`config.mk`:
```
export PLATFORM = sky130hd
export DESIGN_NAME = ti_q294_iter_layer
export DESIGN_NICKNAME = d
export VERILOG_FILES = /design/src/rtl/ti_midori_pkg.sv /design/src/rtl/ti_q294_share_fn.sv /design/src/rtl/ti_q294_iter_layer.sv
export SDC_FILE = /design/constraint.sdc
export NUM_CORES = 1
export LEC_CHECK = 0
export CORE_ASPECT_RATIO = 0.75
export CORE_MARGIN = 1.5
export CORE_UTILIZATION = 30
export CTS_CLUSTER_DIAMETER = 50
export DETAILED_ROUTE_END_ITERATION = 8
export PLACE_DENSITY = 0.52
export SLEW_MARGIN = 20
export SYNTH_ARGS = -nofsm -noshare
export SYNTH_HDL_FRONTEND = slang
export SYNTH_HIERARCHICAL = 1
export SYNTH_SLANG_ARGS = --single-unit
```
`constraint.sdc`:
```
create_clock -name clk -period 8.82 [get_ports clk]
set_input_delay 2.205 -clock clk [delete_from_list [all_inputs] [get_ports clk]]
set_output_delay 2.205 -clock clk [all_outputs]
set_load 0.005 [all_outputs]
```
`src/rtl/ti_midori_pkg.sv`:
```
// Shared constants, state encoding and share-slice helpers
// for the Midori64 threshold-implementation datapath.
package ti_midori_pkg;

    localparam int SHARES   = 3;
    localparam int NIBBLE_W = 4;
    localparam int MODE_W   = 2;

    typedef enum logic [1:0] {
        IDLE = 2'd0,
        BUSY = 2'd1,
        DONE = 2'd2
    } state_e;

    // Low bit of share s inside a packed share vector.
    function automatic int share_lo(
        input int s,
        input int nibbles
    );
        return s * NIBBLE_W * nibbles;
    endfunction

    // Low bit of nibble k of share s.
    function automatic int nib_lo(
        input int s,
        input int k,
        input int nibbles
    );
        return share_lo(s, nibbles) + k * NIBBLE_W;
    endfunction

    // Cyclic neighbour share feeding the cross terms.
    function automatic int next_share(
        input int s
    );
        return (s + 1) % SHARES;
    endfunction

endpackage

```
`src/rtl/ti_q294_share_fn.sv`:
```
// One nibble of one output share of the shared Q294 factor.
// Uses only the own share x and its cyclic neighbour y.
module ti_q294_share_fn (
    input  logic [3:0] x_i,
    input  logic [3:1] y_i,
    output logic [3:0] o_o
);

    assign o_o[3] = x_i[3];
    assign o_o[2] = x_i[2];

    assign o_o[1] = x_i[1]
                  ^ (x_i[3] & x_i[2])
                  ^ (x_i[3] & y_i[2])
                  ^ (y_i[3] & x_i[2]);

    assign o_o[0] = x_i[0]
                  ^ (x_i[3] & x_i[1])
                  ^ (x_i[3] & y_i[1])
                  ^ (y_i[3] & x_i[1]);

endmodule

```
`src/rtl/ti_q294_iter_layer.sv`:
```
// Iterated 3-share Q294 layer: applies the shared factor
// 1..4 times per transaction behind valid/ready handshakes.
import ti_midori_pkg::*;

module ti_q294_iter_layer #(
    parameter int NIBBLES = 16
) (
    input  logic                             clk,
    input  logic                             rst,
    input  logic                             in_valid,
    output logic                             in_ready,
    input  logic [MODE_W-1:0]                in_mode,
    input  logic [SHARES*NIBBLE_W*NIBBLES-1:0] in_shares,
    output logic                             out_valid,
    input  logic                             out_ready,
    output logic [SHARES*NIBBLE_W*NIBBLES-1:0] out_shares
);

    localparam int W = SHARES * NIBBLE_W * NIBBLES;

    state_e            st_q;
    logic [MODE_W-1:0] cnt_q;
    logic [W-1:0]      state_q;
    logic [W-1:0]      state_d;
    logic              out_valid_q;

    // Shared Q of the current state, one cell per share/nibble.
    for (genvar s = 0; s < SHARES; s++) begin : g_share
        for (genvar k = 0; k < NIBBLES; k++) begin : g_nib
            localparam int XL = nib_lo(s, k, NIBBLES);
            localparam int YL = nib_lo(next_share(s), k, NIBBLES);
            ti_q294_share_fn u_fn (
                .x_i (state_q[XL +: 4]),
                .y_i (state_q[YL + 1 +: 3]),
                .o_o (state_d[XL +: 4])
            );
        end
    end

    // Ready is high in IDLE, or in DONE when the result drains.
    assign in_ready = ~rst & ((st_q == IDLE) |
                              ((st_q == DONE) & out_ready));

    assign out_valid  = out_valid_q;
    assign out_shares = state_q;

    // Control FSM with the count and share state registers.
    always_ff @(posedge clk or posedge rst) begin
        if (rst) begin
            st_q        <= IDLE;
            cnt_q       <= '0;
            state_q     <= '0;
            out_valid_q <= 1'b0;
        end else begin
            unique case (st_q)
                IDLE: begin
                    if (in_valid) begin
                        state_q <= in_shares;
                        cnt_q   <= in_mode;
                        st_q    <= BUSY;
                    end
                end
                BUSY: begin
                    state_q <= state_d;
                    if (cnt_q == '0) begin
                        st_q        <= DONE;
                        out_valid_q <= 1'b1;
                    end else begin
                        cnt_q <= cnt_q - 1'b1;
                    end
                end
                DONE: begin
                    if (out_ready) begin
                        out_valid_q <= 1'b0;
                        if (in_valid) begin
                            state_q <= in_shares;
                            cnt_q   <= in_mode;
                            st_q    <= BUSY;
                        end else begin
                            st_q <= IDLE;
                        end
                    end
                end
                default: begin
                    st_q        <= IDLE;
                    out_valid_q <= 1'b0;
                end
            endcase
        end
    end

endmodule

```
==> results of run 1 <==
-- sequential cells by signal, indices dropped and copies added (netlist names) --
register    cells
out_shares    192
st_q            2
out_valid       1
cnt_q           2
-- cell usage in the layout (no fill, tap or decap) --
| cell | netlist | routed |
|---|---|---|
| a21oi_1 | 50 | 49 |
| a21oi_4 | 0 | 1 |
| a2bb2oi_1 | 1 | 1 |
| a32oi_1 | 48 | 48 |
| buf_12 | 0 | 3 |
| buf_4 | 113 | 3 |
| bufinv_16 | 0 | 1 |
| clkbuf_1 | 0 | 2 |
| clkbuf_16 | 0 | 17 |
| clkbuf_8 | 0 | 5 |
| clkdlybuf4s50_1 | 0 | 391 |
| clkinv_2 | 0 | 3 |
| clkinv_4 | 0 | 1 |
| clkinvlp_4 | 0 | 1 |
| dfrtp_1 | 197 | 197 |
| diode_2 | 0 | 3 |
| ha_1 | 1 | 1 |
| inv_1 | 6 | 5 |
| inv_6 | 0 | 1 |
| inv_8 | 0 | 1 |
| mux2_2 | 237 | 237 |
| mux2_4 | 195 | 195 |
| nand2_1 | 50 | 50 |
| nand2b_1 | 98 | 98 |
| nor2_1 | 98 | 98 |
| nor2b_1 | 1 | 1 |
| nor2b_4 | 1 | 1 |
| nor3_1 | 1 | 1 |
| o21ai_0 | 4 | 4 |
| o2bb2ai_1 | 1 | 1 |
| o31a_1 | 1 | 1 |
| or4b_2 | 1 | 1 |
| or4bb_1 | 1 | 1 |
| xnor2_1 | 144 | 144 |
-- cell type report --
type / instances / area, um2
inverter: 6 / 30.0
sequential: 197 / 4930
clock buffer: 24 / 502
tap: 648 / 811
timing repair buffer: 397 / 4000
clock inverter: 7 / 70.1
multi-input combinational: 933 / 8810
fill: 4705 / 29600
antenna: 3 / 7.51
-- stage by stage --
stage / total power, mW / instances / hold slack (ps) / cell area, um2 / setup WS, ps
5_1_grt: 8.97 / 2212 / 556 / 19200 / 3030
2_1_floorplan: 6.24 / 1276 / 491 / 14900 / 1250
3_5_place_dp: 7.57 / 2181 / 493 / 18600 / 3120
6_report: 8.32 / 2215 / 511 / 19200 / 3130
4_1_cts: 8.44 / 2212 / 513 / 19200 / 3120
3_3_place_gp: 7.48 / 2181 / 505 / 18600 / 3110
-- critical path, stage by stage --
cell and delay (ps):
clkdlybuf4s50_1 500, nor2b_1 100, nor3_1 150, clkdlybuf4s50_1 520
-- path summary, 6_finish.rpt --
kind,start,to,cells past startpoint
max,out_ready,in_ready,4
min,out_valid,out_valid,2
max reg2reg,st_q[0],out_shares[160],5
min reg2reg,out_valid,out_valid,2
max in group asynchronous,rst,out_shares[23],3
min in group asynchronous,rst,out_shares[4],2
-- kinds of logic after synthesis --
| family | count (synthesis) | share of synthesized area (%) |
|---|---|---|
| muxes | 432 | 37.7 |
| DFF | 197 | 33.2 |
| adders and majority gates | 1 | 0.0842 |
| AOI/OAI and AO/OA | 105 | 4.82 |
| and+or+nand+nor | 251 | 8.18 |
| xor gates and xnor gates | 144 | 8.49 |
| buffers and inverters | 146 | 7.59 |
-- metal layers --
metal	vias up	track usage [%]	routed length [um]	part of all wire (%)
met2	225	23.2	17400	45
met3	19	5.01	2690	7.0
met1	5076	20.4	18100	47
li1	4950	-	-	-
met5	-	0	24	0.062
met4	4	3.17	303	0.79
-- where the power goes --
group	internal, mW	leakage (nW)	total [mW]	switching, mW
clock network	0.427	0.282	0.805	0.378
registers	1.39	2.30	2.38	0.985
logic	3.49	5.14	5.14	1.64
total	5.31	7.72	8.32	3.00
==> qor.csv, run 1 <==
stage,metric,value,unit
outcome,status,finished clean,
finish,fin_util,39.3,%
floorplan,die_width,260,um
clock_tree,cts.sinks,197,
clock_tree,insertion_delay,460,ps
clock_tree,h-tree-depth,4,
job,drv_cap,0,
clock_tree,tritoncts,built,
yosys,synth-seq-cells,197,
worst_setup_path,r2r_slack,5780,ps
route,dr.pass1.iters,4,
floorplan,start_util,30.5,%
worst_setup_path,cp.required,6620,ps
finish,finalNetCount,1751,
clock_tree,hold_buffers,0,
yosys,synth_nets,1475,
floorplan,die_h,196,um
clock_tree,cts_buffers,17,
worst_setup_path,endpoint_kind,output port,
yosys,synth_area,14900,um2
finish,area_growth,28.9,%
route,num_vias,10274,
yosys,synthFlopType,dfrtp_1,
sta,max_freq,0.176,GHz
power,vdd_drop_max,0.000268,V
power,p_leak,7.72,nW
yosys,yosysSeqAreaShare,33.2,%
yosys,synthArstFlopShare,100,%
worst_setup_path,path_class,in -> out,
yosys,synth.most_common_cell,mux2_2,
sta,finalCritPeriodShare,64.5,%
route,drt-initial-drc-count,453,
worst_setup_path,crit_fanout,4,
yosys,synth-edff-count,0,
yosys,synth_area_leader_cell,dfrtp_1,
floorplan,core,48800,um2
finish,drive_gt1_share,30.1,%
sta,finalHoldViolations,0,
worst_hold_path,min_path_type,reg -> reg,
route,wl_per_cell,17.4,um
clock_tree,clockBufferDepth,2,
global_routing,grt_usage,15.1,%
sta,fin_tns_setup,0,ps
global_routing,grt_max_degree,130,
power,powerDensity,434,nW/um2
global_routing,grt_pass1_wl,60200,um
yosys,ys_types,24,
place,hpwl,26600,um
worst_setup_path,worstSetupStartpointType,primary input,
worst_setup_path,arrival,3480,ps
sta,fin_crit,5690,ps
sta,clock-skew-final,14.8,ps
floorplan,num_rows,70,
sta,tightest_slew,1010,ps
yosys,synth_commonest_cells,"mux2_2 (237), dfrtp_1 (197), mux2_4 (195), xnor2_1 (144), buf_4 (113)",
global_routing,gr-total-overflow,0,
route,viasPerCell,4.64,
floorplan,die_area,50900,um2
route,detail-route-antenna-nets,0,
global_routing,antenna_found_initial,6,
yosys,yosysTopAreaCellShare,33.2,%
route,drt-total-wl,38600,um
sta,setup_viol,0,
place,port_buffers,391,
global_routing,grt_pass1_vias,10095,
sta,rsz0062_at_grt,no,
sta,slew_headroom,32.3,%
yosys,syn-instance-count,1276,
sta,slew_violations,0,
floorplan,pin_count,392,
clock_tree,ctsResizeCount,0,
clock_tree,post-cts-setup-buffers,0,
yosys,syn_avg_cell_area,11.6,um2
clock_tree,path_clk_slew,80,ps
clock_tree,cts_root_buffer,clkbuf_16,
yosys,yosys_warnings,6,
place,globalplace.congestion,0.769,
route,drcViolationCount,0,
yosys,synthTopCellsByArea,"dfrtp_1 (33%), mux2_4 (20%), mux2_2 (18%)",
Power figures use the tool's default switching activity.
==> inputs of run 2 (changes only) <==
- clock period: 8.82 -> 5.7 ns (I/O delays scaled with it)
==> run 2 against run 1 <==
Final cell count about the same. Critical path type unchanged. Wire length rose by 2.3%. Die area unchanged. Non-clock buffer count rose by 1. Worst setup slack lost 1600 ps. Power rose by 55%. Hold slack improved by 39 ps. Register-to-register slack got worse by 2400 ps. Clock skew decreased by 1.5 ps. Clock power is 50% higher.
==> qor.csv, run 2 (same netlist as run 1, synthesis figures left out) <==
stage,metric,value,unit,change
outcome,status,finished clean,,
worst_hold_path,hold_depth,1,,-1
sta,fin_tns_setup,0,ps,unchanged
finish,layout_common_cells,"clkdlybuf4s50_1 (391), mux2_2 (237), dfrtp_1 (197)",,
power,p_leak,7.72,nW,about the same
finish,fillers,4711,,+0.13%
clock_tree,clockBufferDepth,2,,unchanged
sta,finalHoldViolations,0,,unchanged
floorplan,die_area,50900,um2,unchanged
clock_tree,tritoncts,built,,
power,vdd_drop_max,0.000398,V,+49%
route,drcViolationCount,0,,unchanged
place,port_buffers,391,,unchanged
finish,largest_reg_flops,192,,unchanged
clock_tree,cts_root_buffer,clkbuf_16,,
global_routing,grt_pass1_wl,61800,um,+2.6%
clock_tree,h-tree-depth,4,,unchanged
sta,slew_violations,0,,unchanged
worst_setup_path,cp.required,4280,ps,-2340 ps
clock_tree,cts_buffers,17,,unchanged
worst_setup_path,r2r_cells,4,,-1
place,globalplace.congestion,0.773,,+0.49%
floorplan,die_width,260,um,unchanged
floorplan,pin_count,392,,unchanged
route,drt-initial-drc-count,453,,unchanged
sta,setup_viol,0,,unchanged
sta,clock-skew-final,13.3,ps,-1.51 ps
clock_tree,post-cts-setup-buffers,0,,unchanged
finish,drive_gt1_share,30.1,%,about the same
power,powerDensity,672,nW/um2,+55%
sta,fin_crit,4140,ps,
floorplan,num_rows,70,,unchanged
global_routing,antenna_found_initial,8,,+2
global_routing,grt_pass1_vias,10344,,+2.5%
finish,multi_input_area,8810,um2,unchanged
clock_tree,insertion_delay,470,ps,about the same
worst_setup_path,path_class,in -> out,,
finish,finalNetCount,1752,,+0.057%
route,wl_per_cell,17.8,um,+2.2%
sta,finalCritPeriodShare,72.6,%,
route,num_vias,10235,,-0.38%
worst_setup_path,crit_fanout,4,,unchanged
clock_tree,hold_buffers,0,,unchanged
place,hpwl,27300,um,+2.8%
floorplan,die_h,196,um,unchanged
worst_setup_path,arrival,2710,ps,-770 ps
route,detail-route-antenna-nets,0,,unchanged
route,drt-total-wl,39500,um,+2.3%
finish,mostFrequentLayoutCell,clkdlybuf4s50_1,,
clock_tree,ctsResizeCount,0,,unchanged
clock_tree,cts.sinks,197,,unchanged
finish,area_growth,29.0,%,about the same
route,viasPerCell,4.62,,-0.47%
global_routing,grt_usage,15.6,%,+0.52 points
floorplan,core,48800,um2,unchanged
global_routing,grt_max_degree,112,,-14%
route,dr.pass1.iters,4,,unchanged
finish,regArea,4930,um2,unchanged
sta,tightest_slew,900,ps,-115 ps
worst_setup_path,worstSetupStartpointType,primary input,,
worst_hold_path,min_path_type,reg -> reg,,
clock_tree,path_clk_slew,70,ps,about the same
sta,max_freq,0.242,GHz,
global_routing,gr-total-overflow,0,,unchanged
power,total_power,12.9,mW,+55%
job,drv_cap,0,,unchanged
sta,rsz0062_at_grt,no,,
sta,holdWs,550,ps,+38.8 ps
worst_setup_path,endpoint_kind,output port,,
sta,slew_headroom,40.0,%,+7.7 points
floorplan,start_util,30.5,%,unchanged
## run 2: final timing paths
| check | startpoint | endpoint | slack (ps) |
|---|---|---|---|
| setup / recovery | out_ready | in_ready | 1560 |
| hold / removal | cnt_q[1] | cnt_q[1] | 550 |
| setup reg to reg | st_q[0] | out_shares[27] | 3390 |
| hold reg to reg | cnt_q[1] | cnt_q[1] | 550 |
| max in group asynchronous | rst | out_shares[49] | 3150 |
| min in group asynchronous | rst | out_shares[106] | 1420 |
## run 2: final cells by class
| type | count | area share, % |
|---|---|---|
| multi-input combinational | 933 | 46.0 |
| sequential | 197 | 25.7 |
| inverter | 6 | 0.137 |
| clock buffer | 21 | 2.35 |
| clock inverter | 11 | 0.529 |
| antenna | 3 | 0.0392 |
| tap | 648 | 4.23 |
| timing repair buffer | 398 | 21.0 |
## run 2: power breakdown
part | internal (mW) | switching, mW
registers | 2.15 | 1.51
logic | 5.42 | 2.59
clock network | 0.617 | 0.597
total | 8.19 | 4.70
## run 2: per-layer routing
metal / global-route usage, % / up-vias / share of wire [%]
li1: - / 4950 / -
met1: 20.9 / 5035 / 47
met2: 23.9 / 202 / 45
met3: 5.58 / 36 / 6.8
met4: 3.42 / 12 / 1.1
met5: 0 / - / 0.22
## run 2: metrics by stage
| step | util, % | instance area (um2) | cells | worst slack [ps] |
|---|---|---|---|---|
| floorplan | - | 14900 | 1276 | 1730 |
| global placement | 38.1 | 18600 | 2182 | 1570 |
| detailed placement | 38.1 | 18600 | 2182 | 1570 |
| CTS | 39.3 | 19200 | 2214 | 1570 |
| global route | 39.3 | 19200 | 2215 | 1430 |
| finish | 39.3 | 19200 | 2217 | 1560 |
## run 2: worst max-delay path, stage by stage
cell and delay, ps:
clkdlybuf4s50_1 510, nor2b_1 100, nor3_1 150, clkdlybuf4s50_1 530
